===== config.mk =====
export PLATFORM = sky130hd
export DESIGN_NAME = pdm_cic_decimator
export DESIGN_NICKNAME = d
export VERILOG_FILES = /design/src/rtl/pdm_cic_decimator.sv
export SDC_FILE = /design/constraint.sdc
export NUM_CORES = 1
export LEC_CHECK = 0
export CAP_MARGIN = 5
export CORE_MARGIN = 2
export CORE_UTILIZATION = 50
export CTS_CLUSTER_SIZE = 28
export DETAILED_ROUTE_END_ITERATION = 12
export PLACE_DENSITY = 0.8
export REMOVE_ABC_BUFFERS = 1
export SLEW_MARGIN = 0
export SYNTH_ARGS = -nofsm -noshare
export SYNTH_HDL_FRONTEND = slang
export SYNTH_SLANG_ARGS = --single-unit
export TNS_END_PERCENT = 50

===== constraint.sdc =====
create_clock -name clk -period 3.3 [get_ports clk]
set_input_delay 0.66 -clock clk [delete_from_list [all_inputs] [get_ports clk]]
set_output_delay 0.66 -clock clk [all_outputs]
set_load 0.01 [all_outputs]

===== src/rtl/pdm_cic_decimator.sv =====
// Second-order CIC decimator: 1-bit PDM in, unsigned PCM out at clk/R.
// One-deep valid/ready output register with a sticky overrun flag.
module pdm_cic_decimator #(
  parameter int LOG2_R = 4,
  localparam int OUT_W = 2*LOG2_R+1
) (
  input  logic             clk,
  input  logic             rst,
  input  logic             en,
  input  logic             pdm_in,
  input  logic             pcm_ready,
  input  logic             clear_ovf,
  output logic [OUT_W-1:0] pcm_data,
  output logic             pcm_valid,
  output logic             overrun
);

  logic [OUT_W-1:0]  i1, i2, d1, c1, e1;
  logic [OUT_W-1:0]  result;
  logic [LOG2_R-1:0] cnt;
  logic              s1;
  logic              ds;

  assign ds     = en && (cnt == {LOG2_R{1'b1}});
  assign result = c1 - e1;

  // Integrators and decimation counter; en=0 freezes them.
  always_ff @(posedge clk or posedge rst) begin
    if (rst) begin
      i1  <= '0;
      i2  <= '0;
      cnt <= '0;
    end else if (en) begin
      i1  <= i1 + OUT_W'(pdm_in);
      i2  <= i2 + i1;
      cnt <= cnt + LOG2_R'(1);
    end
  end

  // Comb section; the strobe pipeline runs every cycle independent of en.
  always_ff @(posedge clk or posedge rst) begin
    if (rst) begin
      d1 <= '0;
      c1 <= '0;
      e1 <= '0;
      s1 <= 1'b0;
    end else begin
      s1 <= ds;
      if (ds) begin
        c1 <= i2 - d1;
        d1 <= i2;
      end
      if (s1) begin
        e1 <= c1;
      end
    end
  end

  always_ff @(posedge clk or posedge rst) begin
    if (rst) begin
      pcm_data  <= '0;
      pcm_valid <= 1'b0;
      overrun   <= 1'b0;
    end else begin
      if (s1 && (!pcm_valid || pcm_ready)) begin
        pcm_data  <= result;
        pcm_valid <= 1'b1;
      end else if (!s1 && pcm_valid && pcm_ready) begin
        pcm_valid <= 1'b0;
      end
      // A drop on the same edge as clear_ovf must leave the flag set.
      if (clear_ovf) begin
        overrun <= 1'b0;
      end
      if (s1 && pcm_valid && !pcm_ready) begin
        overrun <= 1'b1;
      end
    end
  end

endmodule


==> metrics.csv <==
metric,value,unit
Worst Setup End Kind,flip-flop,
clock share of power,14.8,%
RSZ-0062 raised after global routing,false,
cell internal pwr,2.37,mW
number of buffers added by the clock tree synthesis step,9,
most frequent cells after synthesis,"61 x sky130_fd_sc_hd__dfrtp_1, 48 x sky130_fd_sc_hd__nand2_1, 30 x sky130_fd_sc_hd__o21ai_0, 27 x sky130_fd_sc_hd__ha_1, 25 x sky130_fd_sc_hd__inv_1",
top-area cell type share of the netlist area,45.5,%
Peak supply drop,567,uV
register area share after synthesis,45.5,%
Nets,390,
number of antenna violations at the first check in global routing,0,
post-CTS clock slew at the launch and capture registers of the worst setup and hold paths,0.06,ns
max-cap check violation count,0,
Top-Level Pins,17,
worst stage delay on the critical path,0.92,ns
Top Family by Delay on Critical Path,buffers and inverters,
All-Layer GR Usage,17.9,%
height of the chip,85.9,um
vias in the first global route,2418,
Seq pwr share,33.0,%
Placed Instance Area,3600,um2
dpl hpwl,4.28,mm
total buffers and inverters traversed by the critical path,3,
fraction of power spent switching nets,39.7,%
crit path launch type,input pin,
slack of the worst reg-to-reg path,1.12,ns
number of search-and-repair iterations in the first detailed-routing pass,5,
Netlist cell types,42,
library cell with the largest summed area after synthesis,sky130_fd_sc_hd__dfrtp_1,
cell chosen for the clock root,sky130_fd_sc_hd__clkbuf_8,
period utilisation layout,69.0,%
Worst R2R Start,i1[0]$_DFFE_PP0P_,
initial detailed-routing violation count,98,
Final Hold Fails,0,
Via-to-Cell Ratio,5.53,
insertion delay to the later sink of the worst-skew pair,0.34,ns
PortBufs,16,
netlist area before placement,3350,um2
Setup TNS,0,ns
Post-synth EDFFs,0,
total grt overflow,0,
area taken by flip-flops and latches,1530,um2
remaining design rule violation count,0,
average instance area after synthesis,10.1,um2
routed wire length,5.86,mm
terminus of the critical flop-to-flop path,i2[8]$_DFFE_PP0P_,
count of fill cells added during filler insertion,532,
ratio of cells with drive above 1 in the final layout,8.36,%
top-count cell post-synth,sky130_fd_sc_hd__dfrtp_1,
core footprint,6420,um2
cells taking the most area after synthesis,"sky130_fd_sc_hd__dfrtp_1 46%, sky130_fd_sc_hd__ha_1 10%, sky130_fd_sc_hd__nand2_1 5.4%, sky130_fd_sc_hd__o21ai_0 4.5%, sky130_fd_sc_hd__xnor2_1 4.4%",
areal power density over the cells,1040,nW/um2
Post-synth ARST share,100,%
final instance area,3770,um2
maximum number of pins on one net before global-route repair,30,
cell breakdown of the critical path,clkdlybuf4s50_1 -> nand4_1 -> buf_4 -> inv_1 -> nand4_1 -> nand3_1,
arrival time worst endpoint,2.55,ns
critical path data required time,3.57,ns
transition at the pin with the smallest max-transition slack,0.695,ns
clock tree from TritonCTS,done,
switching component of the power,1.56,mW
Worst Reg2Reg Path Length in Cells,7,
antenna cell count,0,
Hold Path Origin,pcm_data[4]$_DFFE_PP0P_,
CTS Hold Bufs,0,
slowest cell on the critical path,sky130_fd_sc_hd__clkdlybuf4s50_1,
biggest fanout along the worst timing path,24,
number of placement rows,29,
P_leak,1.74,nW
H-tree Lvls,3,
count of mapped cells out of synthesis,332,
final clock skew,0.00671,ns
run status,completed,
number of cells on the worst hold path,2,
relative max-transition margin,53.5,%
logic depth of the worst setup path including buffers,6,
"Top FF cell, synth",sky130_fd_sc_hd__dfrtp_1,
initial cell density of the core,52.2,%
wire length per cell after detailed routing,13.4,um
final critical path time including I/O delays and setup,2.28,ns
post-cts resize count,0,
Die Wd,85.9,um
post-CTS setup buffers,0,
number of failing setup endpoints in the final timing report,0,
multi-input combinational cell area,1700,um2
Crit Path Category,in -> reg,
hold-critical path endpoint,pcm_data[4]$_DFFE_PP0P_,
FMAX,0.439,GHz
Max Buffers Root-to-Sink,2,
die area,7380,um2
Post-DRT Antenna Nets,0,
"Top cell by count, worst path",sky130_fd_sc_hd__nand4_1,
global-route wire length before repair,10.4,mm
flip-flop and latch count after synthesis,61,
beginning of the critical path,en,
total power after layout,3.93,mW
path type of the worst min-delay path,reg -> reg,
combinational share of power,52.2,%
"Warnings, synthesis",0,
Final GP Congestion,0.847,
Syn-to-layout area delta,12.5,%
count of final max-slew check failures,0,
number of sinks handled by clock tree synthesis,61,
vias,2411,
[worst max-delay path by stage]
stage	end	slack, ns
floorplan	c1[0]$_DFFE_PP0P_	1.13
CTS	c1[7]$_DFFE_PP0P_	1.03
global placement	c1[7]$_DFFE_PP0P_	0.73
global route	d1[6]$_DFFE_PP0P_	0.89
detailed placement	c1[7]$_DFFE_PP0P_	0.67
finish	c1[7]$_DFFE_PP0P_	1.02
[worst register-to-register path, delay by kind of cell (launching register included)]
family | cells | cell delay (ns)
simple gates | 1 | 0.20
compound gates | 4 | 0.82
flops | 1 | 0.40
fa+ha+maj | 2 | 0.64
[power by group through the flow]
stage               sequential, mW  clock [mW]  combinational (mW)
floorplan                     1.27           0                1.59
global placement              1.29           0                1.93
detailed placement            1.31           0                2.03
CTS                           1.30       0.597                2.05
global route                  1.34       0.630                2.31
finish                        1.30       0.581                2.05
[final cells by class]
class | instances | share of cell area, %
clock buffers | 15 | 4.41
clock inverters | 1 | 0.133
inverters | 25 | 2.49
multi-input cells | 237 | 44.9
flip-flops and latches | 61 | 40.5
well taps | 77 | 2.55
repair buffers | 20 | 5.04
[logic make-up (layout without fill, tap and decap cells)]
| family | count (synthesis) | count (layout) | share of synthesized area [%] |
|---|---|---|---|
| and+or+nand+nor | 90 | 90 | 12.6 |
| AOI/OAI and AO/OA | 84 | 84 | 16.6 |
| DFF | 61 | 61 | 45.5 |
| buffers and inverters | 34 | 61 | 3.95 |
| adders and majority gates | 30 | 30 | 11.9 |
| xor gates and xnor gates | 24 | 24 | 6.27 |
| muxes | 9 | 9 | 3.13 |
[stage by stage]
stage / hold WS (ns) / utilization, % / instances / worst slack [ns]
after floorplan: 0.446 / - / 323 / 1.13
after global placement: 0.461 / 56.1 / 420 / 0.734
after detailed placement: 0.469 / 56.1 / 420 / 0.673
after CTS: 0.483 / 58.8 / 436 / 1.03
after global routing: 0.500 / 58.8 / 436 / 0.888
final: 0.473 / 58.8 / 436 / 1.02
[metal layers]
| metal | track usage [%] | vias up | wire [um] |
|---|---|---|---|
| met5 | 0 | - | 0 |
| met4 | 5.63 | 0 | 97 |
| met3 | 6.06 | 10 | 219 |
| met2 | 31.6 | 39 | 2880 |
| met1 | 20.4 | 1151 | 2660 |
| li1 | - | 1211 | - |
[registers in the layout (all words and copies together), names as in the netlist]
| register | count |
|---|---|
| pcm_data | 9 |
| i2 | 9 |
| d1 | 9 |
| i1 | 9 |
| cnt | 4 |
| s1 | 1 |
| e1 | 9 |
| pcm_valid | 1 |
| c1 | 9 |
| overrun | 1 |
[layout by cell type, fill, tap and decap left out, drive strengths merged, types with 7 or more instances in the layout]
cell	instances
nand4	8
inv	25
mux2	9
o31ai	8
nor2	7
nand2	48
xnor2	17
clkdlybuf4s50	16
ha	27
o21ai	31
o21a	9
dfrtp	61
clkbuf	15
a21oi	12
xor2	7
Power figures use the tool's default switching activity.
